## config.mk

```make
export PLATFORM = sky130hd
export DESIGN_NAME = regs_mch
export DESIGN_NICKNAME = d
export VERILOG_FILES = /design/src/rtl/regs_mch.sv
export SDC_FILE = /design/constraint.sdc
export NUM_CORES = 1
export LEC_CHECK = 0
export ABC_AREA = 1
export ABC_CLOCK_PERIOD_IN_PS = 1950
export BUFFER_PORTS_ARGS = -buffer_cell sky130_fd_sc_hd__buf_2
export CAP_MARGIN = 20
export CORE_ASPECT_RATIO = 0.75
export CORE_MARGIN = 1
export CORE_UTILIZATION = 57
export DETAILED_ROUTE_END_ITERATION = 6
export PLACE_DENSITY = 0.86
export SLEW_MARGIN = 10
export SYNTH_ARGS = -nofsm -noshare
export SYNTH_HDL_FRONTEND = slang
export SYNTH_SLANG_ARGS = --single-unit
```

## constraint.sdc

```tcl
create_clock -name clk -period 1.95 [get_ports clk]
set_input_delay 0.195 -clock clk [delete_from_list [all_inputs] [get_ports clk]]
set_output_delay 0.195 -clock clk [all_outputs]
set_load 0.01 [all_outputs]
```

## src/rtl/regs_mch.sv

```systemverilog
// regs_mch: multi-channel DATA/CTRL/STATUS/START register block with a start/done FSM per channel.
// Optional IRQ_EN/IRQ_STATUS registers and the irq output are compiled in with `define REGS_MCH_IRQ_EN.
module regs_mch #(
    parameter int unsigned BASE_ADDR  = 0,
    parameter int unsigned DATA_WIDTH = 32,
    parameter int unsigned ADDR_WIDTH = 16,
    parameter int unsigned N_CH       = 4,
    parameter int unsigned CH_STRIDE  = 'h10
) (
    input  logic                      clk,
    input  logic                      rst,
    input  logic [ADDR_WIDTH-1:0]     lb_waddr,
    input  logic [DATA_WIDTH-1:0]     lb_wdata,
    input  logic                      lb_wen,
    input  logic [DATA_WIDTH/8-1:0]   lb_wstrb,
    output logic                      lb_wready,
    input  logic [ADDR_WIDTH-1:0]     lb_raddr,
    input  logic                      lb_ren,
    output logic [DATA_WIDTH-1:0]     lb_rdata,
    output logic                      lb_rvalid,
    output logic [N_CH*32-1:0]        ch_data,
    output logic [N_CH*16-1:0]        ch_ctrl,
    output logic [N_CH-1:0]           ch_start,
    input  logic [N_CH-1:0]           ch_done,
    input  logic [N_CH*4-1:0]         ch_stat
`ifdef REGS_MCH_IRQ_EN
    ,
    output logic                      irq
`endif
);

    localparam int SH = $clog2(CH_STRIDE);
    localparam logic [ADDR_WIDTH-1:0] BASE     = ADDR_WIDTH'(BASE_ADDR);
    localparam logic [ADDR_WIDTH-1:0] IRQEN_OFF = ADDR_WIDTH'(N_CH * CH_STRIDE);
    localparam logic [ADDR_WIDTH-1:0] IRQST_OFF = ADDR_WIDTH'(N_CH * CH_STRIDE + 4);
    localparam logic [SH-1:0] OFF_DATA  = SH'(0);
    localparam logic [SH-1:0] OFF_CTRL  = SH'(4);
    localparam logic [SH-1:0] OFF_STAT  = SH'(8);
    localparam logic [SH-1:0] OFF_START = SH'(12);

    typedef enum logic {IDLE = 1'b0, BUSY = 1'b1} state_e;

    state_e      state_q [N_CH];
    state_e      state_d [N_CH];
    logic [31:0] data_q  [N_CH];
    logic [31:0] data_d  [N_CH];
    logic [15:0] ctrl_q  [N_CH];
    logic [15:0] ctrl_d  [N_CH];
    logic [N_CH-1:0] done_q, done_d, err_q, err_d, start_q, start_d, go;
    logic            rvalid_q;
    logic [31:0]     rdata_q, rdata_d;

    // Offsets relative to BASE; addresses below BASE wrap high and decode as unmapped.
    logic [ADDR_WIDTH-1:0] woff, roff, wch, rch;
    logic [SH-1:0]         wreg, rreg;

    assign woff = lb_waddr - BASE;
    assign roff = lb_raddr - BASE;
    assign wch  = woff >> SH;
    assign rch  = roff >> SH;
    assign wreg = woff[SH-1:0];
    assign rreg = roff[SH-1:0];

    assign lb_wready = 1'b1;
    assign lb_rvalid = rvalid_q;
    assign lb_rdata  = rdata_q;
    assign ch_start  = start_q;

    always_comb begin
        for (int k = 0; k < N_CH; k++) begin
            ch_data[32*k +: 32] = data_q[k];
            ch_ctrl[16*k +: 16] = ctrl_q[k];
            go[k] = lb_wen && (wch == ADDR_WIDTH'(k)) && (wreg == OFF_START)
                    && lb_wdata[0] && lb_wstrb[0];
        end
    end

    // Register writes and per-channel FSM next state.
    always_comb begin
        for (int k = 0; k < N_CH; k++) begin
            data_d[k]  = data_q[k];
            ctrl_d[k]  = ctrl_q[k];
            state_d[k] = state_q[k];
            done_d[k]  = done_q[k];
            err_d[k]   = err_q[k];
            start_d[k] = 1'b0;
            if (lb_wen && (wch == ADDR_WIDTH'(k)) && (wreg == OFF_DATA)) begin
                for (int b = 0; b < 4; b++)
                    if (lb_wstrb[b]) data_d[k][8*b +: 8] = lb_wdata[8*b +: 8];
            end
            if (lb_wen && (wch == ADDR_WIDTH'(k)) && (wreg == OFF_CTRL)) begin
                for (int b = 0; b < 2; b++)
                    if (lb_wstrb[b]) ctrl_d[k][8*b +: 8] = lb_wdata[8*b +: 8];
            end
            case (state_q[k])
                IDLE: begin
                    if (go[k]) begin
                        state_d[k] = BUSY;
                        start_d[k] = 1'b1;
                        done_d[k]  = 1'b0;
                        err_d[k]   = 1'b0;
                    end
                end
                BUSY: begin
                    // A restart coinciding with completion is taken as a fresh start.
                    if (go[k] && ch_done[k]) begin
                        start_d[k] = 1'b1;
                        done_d[k]  = 1'b0;
                        err_d[k]   = 1'b0;
                    end else if (go[k]) begin
                        err_d[k] = 1'b1;
                    end else if (ch_done[k]) begin
                        state_d[k] = IDLE;
                        done_d[k]  = 1'b1;
                    end
                end
                default: state_d[k] = IDLE;
            endcase
        end
    end

`ifdef REGS_MCH_IRQ_EN
    logic [N_CH-1:0] irq_en_q, irq_en_d, irq_st_q, irq_st_d, irq_set;
    logic            irq_q;

    always_comb begin
        for (int k = 0; k < N_CH; k++)
            irq_set[k] = (state_q[k] == BUSY) && ch_done[k] && !go[k];
        irq_en_d = irq_en_q;
        irq_st_d = irq_st_q;
        if (lb_wen && (woff == IRQEN_OFF) && lb_wstrb[0]) irq_en_d = lb_wdata[N_CH-1:0];
        if (lb_wen && (woff == IRQST_OFF) && lb_wstrb[0]) irq_st_d = irq_st_q & ~lb_wdata[N_CH-1:0];
        irq_st_d = irq_st_d | irq_set;
    end

    always_ff @(posedge clk or negedge rst) begin
        if (!rst) begin
            irq_en_q <= '0;
            irq_st_q <= '0;
            irq_q    <= 1'b0;
        end else begin
            irq_en_q <= irq_en_d;
            irq_st_q <= irq_st_d;
            irq_q    <= |(irq_st_d & irq_en_d);
        end
    end

    assign irq = irq_q;
`endif

    // Read mux samples pre-write register state, so same-cycle writes are not visible.
    always_comb begin
        rdata_d = '0;
        for (int k = 0; k < N_CH; k++) begin
            if (rch == ADDR_WIDTH'(k)) begin
                case (rreg)
                    OFF_DATA: rdata_d = data_q[k];
                    OFF_CTRL: rdata_d = {16'h0, ctrl_q[k]};
                    OFF_STAT: rdata_d = {24'h0, 1'b0, err_q[k], done_q[k],
                                         state_q[k] == BUSY, ch_stat[4*k +: 4]};
                    default:  rdata_d = '0;
                endcase
            end
        end
`ifdef REGS_MCH_IRQ_EN
        if (roff == IRQEN_OFF) rdata_d = 32'(irq_en_q);
        if (roff == IRQST_OFF) rdata_d = 32'(irq_st_q);
`endif
    end

    always_ff @(posedge clk or negedge rst) begin
        if (!rst) begin
            for (int k = 0; k < N_CH; k++) begin
                state_q[k] <= IDLE;
                data_q[k]  <= '0;
                ctrl_q[k]  <= 16'h0100;
            end
            done_q   <= '0;
            err_q    <= '0;
            start_q  <= '0;
            rvalid_q <= 1'b0;
            rdata_q  <= '0;
        end else begin
            for (int k = 0; k < N_CH; k++) begin
                state_q[k] <= state_d[k];
                data_q[k]  <= data_d[k];
                ctrl_q[k]  <= ctrl_d[k];
            end
            done_q   <= done_d;
            err_q    <= err_d;
            start_q  <= start_d;
            rvalid_q <= lb_ren;
            if (lb_ren) rdata_q <= rdata_d;
        end
    end

endmodule

```

* Word level (Yosys, flattened, before mapping) *
Index checks and enable logic that the tools add are counted.

storage, ports and cells
  flip-flop bits (word level) = 241
  input port bits = 92
  output and inout port bits = 230
  word-level logic and storage cells = 201

cells by class
  eq/ne operators = 26
  muxes and demuxes = 68
  bitwise operators = 4
  reductions and logical operators = 64

operator list
  operator                                         number
  case mux 32 bit (3 select lines)                 4
  two-way mux 32 bit                               4
  AND reduction 2 bit                              28
  == test 12 x 2 -> 1 bit (second input constant)  4
  two-way mux 1 bit                                44
  zero test 16 bit                                 2
  case mux 1 bit (2 select lines)                  16
  logical AND 1 bit                                28
  == test 12 x 1 -> 1 bit (second input constant)  2
  != test 3 x 2 -> 1 bit (second input constant)   8
  != test 3 x 1 -> 1 bit (second input constant)   4
  AND reduction 3 bit                              4
  == test 4 x 3 -> 1 bit (second input constant)   2
  == test 4 bit (second input constant)            2
  zero test 4 bit                                  2
  != test 2 bit (second input constant)            4
  inverter 1 bit                                   4

* Depth between registers and ports, before layout *
Gate-level depths: netlist of run 1.

  depth after elaboration = 8
  depth in mapped cells = 12
  depth with buffers taken out = 11

* Least setup slack after synthesis of run 1 *
No wires, ideal clock.

  path kind = in2reg
  from = in lb_waddr[1]
  to = reg data_q (netlist bit ch_data[32])
  arrival time = 1.305 ns
  required time = 1.827 ns
  path slack = 0.522 ns
  stages on the path = 8
  cell sequence = inv_1 -> nand2_2 -> nor3_4 -> nand4_4 -> buf_6 -> clkbuf_2 -> o21ai_0 -> nand2_1

between the ends
  cells in the longest elaborated chain, start to end = 3

ends and longest elaborated chain
  item                           line  text
  start, declared                12    input logic [ADDR_WIDTH-1:0] lb_waddr,
  zero test 4 bit                87    if (lb_wen && (wch == ADDR_WIDTH'(k)) && (wreg == OFF_DATA)) begin
  logical AND 1 bit              87
  AND reduction 2 bit (no line)  n/a
  end signal, assigned by index  186   data_q[k] <= data_d[k];
  end, declared                  45    logic [31:0] data_q [N_CH];

No other way between the ends.
A chain may end at the register's enable or synchronous reset.

* Final worst setup path of run 1 *
  from = in lb_waddr[5]
  to = reg ctrl_q (netlist bit ch_ctrl[46])

between the ends
  cells in the longest elaborated chain, start to end = 4

ends and longest elaborated chain
  item                            line  text
  == test 12 x 2 -> 1 bit         91    if (lb_wen && (wch == ADDR_WIDTH'(k)) && (wreg == OFF_CTRL)) begin
  logical AND 1 bit (2 in a row)  91
  AND reduction 2 bit (no line)   n/a
  end signal, assigned by index   187   ctrl_q[k] <= ctrl_d[k];
  end, declared                   47    logic [15:0] ctrl_q [N_CH];

No other way between the ends.

==> impl_metrics.json, run 1 <==
{
  "syn_area_um2": 12010,
  "grt_max_degree": 72,
  "port_buffers": 320,
  "std_cell_rows": 45,
  "finalPower_mw": 11.11,
  "grtUsageTotal_pct": 39.50,
  "hold_viol_final": 0,
  "dpl.cell_count": 2151,
  "slowest_stage": "dlygate4sd3_1",
  "cts_sinks": 241,
  "synth_nets": 1682,
  "post_cts_resized": 0,
  "vdd.ir_drop.worst_mv": 0.5206,
  "hold_path_class": "in -> reg",
  "worstHoldStart": "lb_wdata[15]",
  "grt_pass1_vias": 12190,
  "async_flop_share_pct": 100.0,
  "post_drt_wl_per_cell_um": 18.98,
  "yosys.cell_types.count": 31,
  "final_cells": 2235,
  "place_congestion": 0.9681,
  "p_comb_share_pct": 6.0,
  "r2r_slack_ps": 740,
  "dp_hpwl_mm": 29.63,
  "path_cells": "dlygate4sd3_1 -> buf_2 -> inv_2 -> nor3_1 -> and3_1 -> nand2_2 -> nor2_1 -> nor2_1",
  "maxSlewHeadroom_pct": 56.32,
  "ys_dominant_reg_cell": "dfrtp_1",
  "drcViolationCount": 0,
  "ys_warn_count": 0,
  "place_area_um2": 13990,
  "cpPeakStageDelay_ps": 540,
  "io_pins": 322,
  "post-route-period-util_pct": 88.19,
  "clock_path_buffers": 3,
  "crit_type": "in -> reg",
  "switching_share_pct": 22.32,
  "setup_ws_ps": 230.3,
  "cts-buffers-inserted": 24,
  "drive_gt1_share_pct": 22.62,
  "ys_ff_latch": 241,
  "layout_commonest_cell": "nand2_1",
  "clk_pin_slew_ps": 60,
  "drv_slew": 0,
  "antenna_found_initial": 3,
  "cp-end-kind": "flop",
  "power_frac_clock_pct": 48.8,
  "reg2reg_from": "err_q[1]",
  "fin_skew_ps": 7.110,
  "synthToLayoutAreaGrowth_pct": 27.41,
  "r2r_cells": 6,
  "holdPathStages": 3,
  "fin_nets": 2024,
  "dp_slack_ps": 148.7,
  "seq_power_share_pct": 45.1,
  "routed_wl_mm": 42.41,
  "yosysSeqAreaShare_pct": 50.28,
  "holdWs_ps": 18.30,
  "utilization_pct": 74.84,
  "drtIter0Drc": 1670,
  "crit_required_ps": 2360,
  "ant_nets": 0,
  "cts_root_buffer": "clkbuf_16",
  "die_w_um": 169.6,
  "power.leakage_nw": 8.733,
  "period_needed_ps": 1720,
  "dieHeight_um": 127.7,
  "tightest_slew_ps": 655.1,
  "overflow": 0,
  "synth_edf_count": 0,
  "start_kind": "primary input",
  "crit_top_cell": "nor2_1",
  "num_vias": 12830,
  "vias_per_cell": 5.741,
  "mostFrequentLayoutCells": "403 x nand2_1, 319 x buf_2, 237 x dfrtp_1",
  "setup-tns-final_ps": 0,
  "cts_tree": "yes",
  "synthCells": 1590,
  "initial_utilization_pct": 58.74,
  "final_area_um2": 15300,
  "status": "finished clean",
  "max-cap-violations": 0,
  "internal-power_mw": 8.634,
  "h-tree-depth": 1,
  "placeableCoreArea_um2": 20440,
  "fmax_mhz": 581.5,
  "finalSetupViolCount": 0,
  "grt_setup_unrepaired": "no",
  "clk_latency_ps": 530,
  "die_area_um2": 21650,
  "critical_path_peak_fanout": 16,
  "post_synth.cell_area_avg_um2": 7.550,
  "r2r-end": "lb_rdata[6]",
  "grt_pass1_wl_mm": 65.92,
  "power_density_nw_per_um2": 726.6,
  "arrival_ps": 2130,
  "hold_end": "ch_ctrl[47]",
  "p_switching_mw": 2.480,
  "dr.pass1.iters": 6
}
## routing by layer
metal  vias to the layer above  GRT usage [%]  part of all wire, %
li1                       5699              -                    -
met1                      5999          54.38                   39
met4                         0          19.93                  5.3
met5                         -              0                    0
met3                       188          9.015                   12
met2                       945          59.09                   43
## worst max-delay path: cells and delay by family
| family | cells | cell delay [ps] |
|---|---|---|
| AND/OR/NAND/NOR | 5 | 1150 |
| buffers and inverters | 3 | 780 |
## power groups by stage
stage | Combinational [mW] | Clock, mW | Sequential [mW]
after floorplan | 0.211 | 0 | 5.11
after global placement | 0.577 | 0 | 5.11
after detailed placement | 0.589 | 0 | 5.11
after CTS | 0.651 | 5.43 | 5.02
after global routing | 0.719 | 5.66 | 5.01
final | 0.668 | 5.43 | 5.02
## synth_stat cells (2+ instances only)
library cell	n	area (um2)
nand2_1	404	1516
dfrtp_1	237	5931
nor2_1	236	885.9
inv_1	190	713.2
nand3_1	188	940.9
o21ai_0	99	495.5
a21oi_1	73	365.4
nand4_1	32	200.2
clkbuf_1	26	97.59
buf_2	25	125.1
nor2_4	12	135.1
buf_1	8	30.03
buf_4	8	60.06
buf_6	8	90.09
nor2_2	6	37.54
nor3_1	6	30.03
dfstp_2	4	105.1
inv_2	4	15.01
nand2_4	4	45.04
nand2_2	3	18.77
o21ai_1	3	15.01
nand4_2	2	25.02
nand4_4	2	42.54
nor3_4	2	32.53
o21bai_1	2	15.01
## kinds of logic (layout without fill, tap and decap cells)
| group | count (synthesis) | count (layout) | share of synthesized area [%] |
|---|---|---|---|
| flops | 241 | 241 | 50.28 |
| other cells | 1 | 4 | 0.03124 |
| compound gates | 177 | 177 | 7.420 |
| buf+inv | 271 | 631 | 9.494 |
| simple gates | 900 | 900 | 32.78 |
## timing repair
item,in CTS,in global routing
hold buffers,37,0
setup endpoints to repair,0,0
endpoints found under the hold margin,342,0
setup buffers,0,0
## how the worst max path moves through the flow
stage,endpoint,cells past startpoint,start
5_1_grt,ch_ctrl[46],8,lb_waddr[5]
3_3_place_gp,ch_data[15],9,lb_waddr[1]
3_5_place_dp,ch_data[15],9,lb_waddr[1]
4_1_cts,ch_ctrl[46],8,lb_waddr[5]
2_1_floorplan,ch_data[32],8,lb_waddr[1]
6_report,ch_ctrl[46],8,lb_waddr[5]
## state kept, by name, summed over array words and instances, names as in the netlist
| register | flops |
|---|---|
| done_q | 4 |
| ch_ctrl | 64 |
| lb_rvalid | 1 |
| ch_data | 128 |
| ch_start | 4 |
| lb_rdata | 32 |
| state_q | 4 |
| err_q | 4 |
## final cells by class
type                       count  area, um2
antenna                        3      7.507
clock buffer                  33      695.7
clock inverter                11      232.7
fill                        1520       5142
inverter                     195      732.0
multi-input combinational   1078       4857
sequential                   241       6036
tap                          282      352.8
timing repair buffer         392       2382
No activity file was read; power rests on OpenSTA's default activity.
==> run 2: changes to the inputs <==
==> constraint.sdc (replaced) <==
create_clock -name clk -period 1.95 [get_ports clk]
set_input_delay 0.195 -clock clk [delete_from_list [all_inputs] [get_ports clk]]
set_output_delay 0.195 -clock clk [all_outputs]
set_load 0.1 [all_outputs]
==> impl_metrics.json, run 2 (synthesis results as in run 1) <==
{
  "dr.pass1.iters": 6,
  "antenna_found_initial": 3,
  "fin_skew_ps": 6.418,
  "grtUsageTotal_pct": 39.55,
  "clk_latency_ps": 520,
  "grt_pass1_vias": 12190,
  "largest_reg_flops": 128,
  "cts-buffers-inserted": 24,
  "grt_max_degree": 72,
  "final_cells": 2235,
  "clock_path_buffers": 3,
  "hold_viol_final": 0,
  "switching_share_pct": 22.44,
  "start_kind": "primary input",
  "fin_nets": 2024,
  "mostFrequentLayoutCells": "403 x nand2_1, 319 x buf_2, 237 x dfrtp_1",
  "fmax_mhz": 581.9,
  "status": "finished clean",
  "crit_type": "in -> reg",
  "routed_wl_mm": 42.44,
  "drive_gt1_share_pct": 22.62,
  "grt_setup_unrepaired": "no",
  "finalSetupViolCount": 0,
  "crit_top_cell": "nor2_1",
  "vias_per_cell": 5.748,
  "slowest_stage": "dlygate4sd3_1",
  "max-cap-violations": 0,
  "placeableCoreArea_um2": 20440,
  "vdd.ir_drop.worst_mv": 0.5191,
  "post_drt_wl_per_cell_um": 18.99,
  "cp-end-kind": "flop",
  "finalPower_mw": 11.13,
  "place_congestion": 0.9681,
  "ant_nets": 0,
  "drv_slew": 0,
  "cts_root_buffer": "clkbuf_16",
  "drtIter0Drc": 1679,
  "overflow": 0,
  "nFillCells": 1520,
  "period_needed_ps": 1719,
  "num_vias": 12850,
  "die_w_um": 169.6,
  "std_cell_rows": 45,
  "dieHeight_um": 127.7,
  "cts_tree": "yes",
  "holdWs_ps": 16.33,
  "die_area_um2": 21650,
  "setup_ws_ps": 231.4,
  "tightest_slew_ps": 655.1,
  "place_area_um2": 13990,
  "h-tree-depth": 1,
  "setup-tns-final_ps": 0,
  "initial_utilization_pct": 58.74,
  "dp_hpwl_mm": 29.63,
  "post-route-period-util_pct": 88.13,
  "internal-power_mw": 8.635,
  "post-cts-setup-buffer-count": 0,
  "power.leakage_nw": 8.733,
  "synthToLayoutAreaGrowth_pct": 27.41,
  "layout_commonest_cell": "nand2_1",
  "crit_required_ps": 2360,
  "port_buffers": 320,
  "io_pins": 322,
  "p_comb_share_pct": 6.2,
  "seq_power_share_pct": 45.1,
  "dpl.cell_count": 2151,
  "dp_slack_ps": 148.7,
  "cts_sinks": 241,
  "maxSlewHeadroom_pct": 56.33,
  "hold_path_class": "in -> reg",
  "path_cells": "dlygate4sd3_1 -> buf_2 -> inv_2 -> nor3_1 -> and3_1 -> nand2_2 -> nor2_1 -> nor2_1",
  "clk_pin_slew_ps": 60,
  "p_switching_mw": 2.498,
  "grt_pass1_wl_mm": 65.96,
  "arrival_ps": 2120,
  "power_frac_clock_pct": 48.7,
  "utilization_pct": 74.84,
  "final_area_um2": 15300,
  "critical_path_peak_fanout": 16,
  "power_density_nw_per_um2": 727.8,
  "cpPeakStageDelay_ps": 540,
  "drcViolationCount": 0
}
## run 2: layout make-up
| cell class | count | area (um2) | area share [%] |
|---|---|---|---|
| flip-flops and latches | 241 | 6036 | 39.46 |
| multi-input cells | 1078 | 4857 | 31.75 |
| repair buffers | 392 | 2382 | 15.57 |
| inverters | 195 | 732.0 | 4.785 |
| clock buffers | 33 | 695.7 | 4.548 |
| well taps | 282 | 352.8 | 2.307 |
| clock inverters | 11 | 232.7 | 1.521 |
| diodes | 3 | 7.507 | 0.04908 |
## run 2: what timing repair did
item                      4_1_cts  5_1_grt
hold endpoints to repair      342        0
resized for setup               0        0
hold buffers                   37        0
## run 2: critical path: cells and delay by family
kind                   cells  cell delay [ps]
and+or+nand+nor            5             1130
buffers and inverters      3              780
## run 2: path summary, 6_finish.rpt
check / startpoint / endpoint / slack [ps] / depth (start not counted)
max: lb_waddr[5] / ch_ctrl[46] / 230 / 8
min: lb_wdata[15] / ch_ctrl[47] / 20 / 3
max reg2reg: err_q[1] / lb_rdata[6] / 750 / 6
min reg2reg: lb_rdata[17] / lb_rdata[17] / 470 / 2
max in group asynchronous: rst / ch_ctrl[8] / 1120 / 3
min in group asynchronous: rst / lb_rdata[6] / 170 / 2
## run 2: metal layers
layer  wire [um]  share of wire, %  vias to the layer above  GRT usage [%]
li1            -                 -                     5698              -
met1       16560                39                     6026          54.50
met2       18500                44                      940          59.19
met3        5117                12                      183          9.015
met4        2261               5.3                        0          19.77
met5           0                 0                        -              0
## run 2: power groups by stage
stage / clock, mW / sequential, mW / combinational [mW]
floorplan: 0 / 5.12 / 0.218
global placement: 0 / 5.11 / 0.599
detailed placement: 0 / 5.11 / 0.611
CTS: 5.43 / 5.02 / 0.674
global route: 5.65 / 5.01 / 0.742
finish: 5.43 / 5.02 / 0.691
==> run 3: changes to the inputs <==
--- a/config.mk
+++ b/config.mk
@@ -6,14 +6,14 @@
 export NUM_CORES = 1
 export LEC_CHECK = 0
 export ABC_AREA = 1
-export ABC_CLOCK_PERIOD_IN_PS = 1950
+export ABC_CLOCK_PERIOD_IN_PS = 1500
 export BUFFER_PORTS_ARGS = -buffer_cell sky130_fd_sc_hd__buf_2
 export CAP_MARGIN = 20
 export CORE_ASPECT_RATIO = 0.75
 export CORE_MARGIN = 1
-export CORE_UTILIZATION = 57
+export CORE_UTILIZATION = 48
 export DETAILED_ROUTE_END_ITERATION = 6
-export PLACE_DENSITY = 0.86
+export PLACE_DENSITY = 0.77
 export SLEW_MARGIN = 10
 export SYNTH_ARGS = -nofsm -noshare
 export SYNTH_HDL_FRONTEND = slang
==> constraint.sdc (replaced) <==
create_clock -name clk -period 1.5 [get_ports clk]
set_input_delay 0.15 -clock clk [delete_from_list [all_inputs] [get_ports clk]]
set_output_delay 0.15 -clock clk [all_outputs]
set_load 0.1 [all_outputs]
==> impl_metrics.json, run 3 (synthesis results as in run 1) <==
{
  "busiest_layer": "met2",
  "maxSlewHeadroom_pct": 65.36,
  "drv_slew": 0,
  "hold_viol_final": 0,
  "startpoint": "ch_ctrl[14]",
  "hold_path_class": "in -> reg",
  "nFillCells": 1968,
  "post_drt_wl_per_cell_um": 18.47,
  "grt_pass1_vias": 11720,
  "start_kind": "flop",
  "cp-end-kind": "output pin",
  "drtIter0Drc": 1358,
  "place_congestion": 0.9467,
  "post-route-period-util_pct": 99.23,
  "io_pins": 322,
  "antenna_found_initial": 3,
  "fin_skew_ps": 16.36,
  "tightest_slew_ps": 523.1,
  "period_needed_ps": 1488,
  "vdd.ir_drop.worst_mv": 0.9506,
  "dp_slack_ps": -154.3,
  "r2r_cells": 4,
  "clk_pin_slew_ps": 70,
  "cpPeakStageDelay_ps": 440,
  "std_cell_rows": 49,
  "largest_reg_flops": 128,
  "utilization_pct": 67.58,
  "cts_sinks": 241,
  "globalRouteMet1Util_pct": 47.38,
  "dpl.cell_count": 2240,
  "cts_root_buffer": "clkbuf_16",
  "grtUsageTotal_pct": 33.32,
  "vias_per_cell": 5.422,
  "critPathTopFamily": "buffers and inverters",
  "cts-buffers-inserted": 25,
  "crit_type": "reg -> out",
  "r2r-end": "ch_start[2]",
  "cp-endpoint": "ch_ctrl[14]",
  "overflow": 0,
  "power_density_nw_per_um2": 824.6,
  "worst-path-stages": 1,
  "fmax_mhz": 671.9,
  "arrival_ps": 1340,
  "grt_util_met3_pct": 7.668,
  "critical_path_peak_fanout": 2,
  "die_w_um": 184.6,
  "crit_required_ps": 1350,
  "routed_wl_mm": 43.06,
  "finalSetupViolCount": 0,
  "port_buffers": 320,
  "final_cells": 2331,
  "status": "complete, but fails checks",
  "slowest_stage": "buf_2",
  "path_buf_inv": 1,
  "violations": "DRC",
  "grt_max_degree": 66,
  "ant_nets": 0,
  "fin_nets": 2071,
  "die_area_um2": 25650,
  "initial_utilization_pct": 49.45,
  "path_cells": "buf_2",
  "max-cap-violations": 0,
  "drcViolationCount": 3,
  "holdWs_ps": 55.99,
  "mostFrequentLayoutCells": "401 x nand2_1, 228 x nor2_1, 227 x dfrtp_1",
  "synthToLayoutAreaGrowth_pct": 36.68,
  "placeableCoreArea_um2": 24280,
  "clock_path_buffers": 3,
  "grt_pass1_wl_mm": 66.21,
  "clk_latency_ps": 530,
  "dr.pass1.iters": 7,
  "power.leakage_nw": 9.031,
  "reg2reg_from": "state_q[1]",
  "cts_tree": "yes",
  "dp_hpwl_mm": 30.71,
  "grtUsageMet2_pct": 50.35,
  "h-tree-depth": 1,
  "r2r_slack_ps": 150,
  "drive_gt1_share_pct": 24.87,
  "num_vias": 12640,
  "setup_ws_ps": 11.60,
  "layout_commonest_cell": "nand2_1",
  "dieHeight_um": 139.0,
  "finalPower_mw": 13.53
}
run 3: per-layer routing:
metal	wire length [um]	part of all wire, %
met1	17760	41
met2	18840	44
met3	5001	12
met4	1444	3.4
met5	12	0.028
run 3: how the worst min path moves through the flow:
stage	from	endpoint	slack, ps	depth (start not counted)
3_5_place_dp	rst	ch_start[1]	40	1
4_1_cts	rst	lb_rdata[5]	80	2
5_1_grt	lb_wstrb[3]	ch_data[88]	80	5
6_report	lb_wstrb[3]	ch_data[91]	60	5
2_1_floorplan	rst	ch_ctrl[0]	-150	0
3_3_place_gp	rst	ch_start[1]	50	1
run 3: power breakdown:
group	switching [mW]	internal, mW
Clock	2.63	3.43
Sequential	0.0103	6.51
Combinational	0.642	0.309
run 3: cell type report:
cell class              count  area (um2)  share of cell area [%]
clock buffers              40       711.9                   4.339
well taps                 331       414.1                   2.524
clock inverters             6       62.56                  0.3813
diodes                      2       5.005                 0.03050
multi-input cells        1079        4950                   30.17
flip-flops and latches    241        6048                   36.86
repair buffers            437        3485                   21.24
inverters                 195       732.0                   4.461
run 3: timing repair:
action | CTS | global route
cloned | 0 | 1
hold buffers | 39 | 0
endpoints found under the setup margin | 118 | 98
gates resized for setup | 121 | 71
buffers inserted | 0 | 3
pin swaps | 0 | 2
endpoints found under the hold margin | 358 | 0
run 3: worst min-delay path: stages:
cell and delay [ps]:
buf_2 140, nand2_8 130, nand2_1 60, inv_1 40, nor2_1 30
run 3: metrics by stage:
step                      cell area [um2]  TNS [ps]
after global placement              14670     -5136
after detailed placement            14670    -17870
after floorplan                     12020    -8.117
after CTS                           16140         0
final                               16410         0
after global routing                16410    -17.09
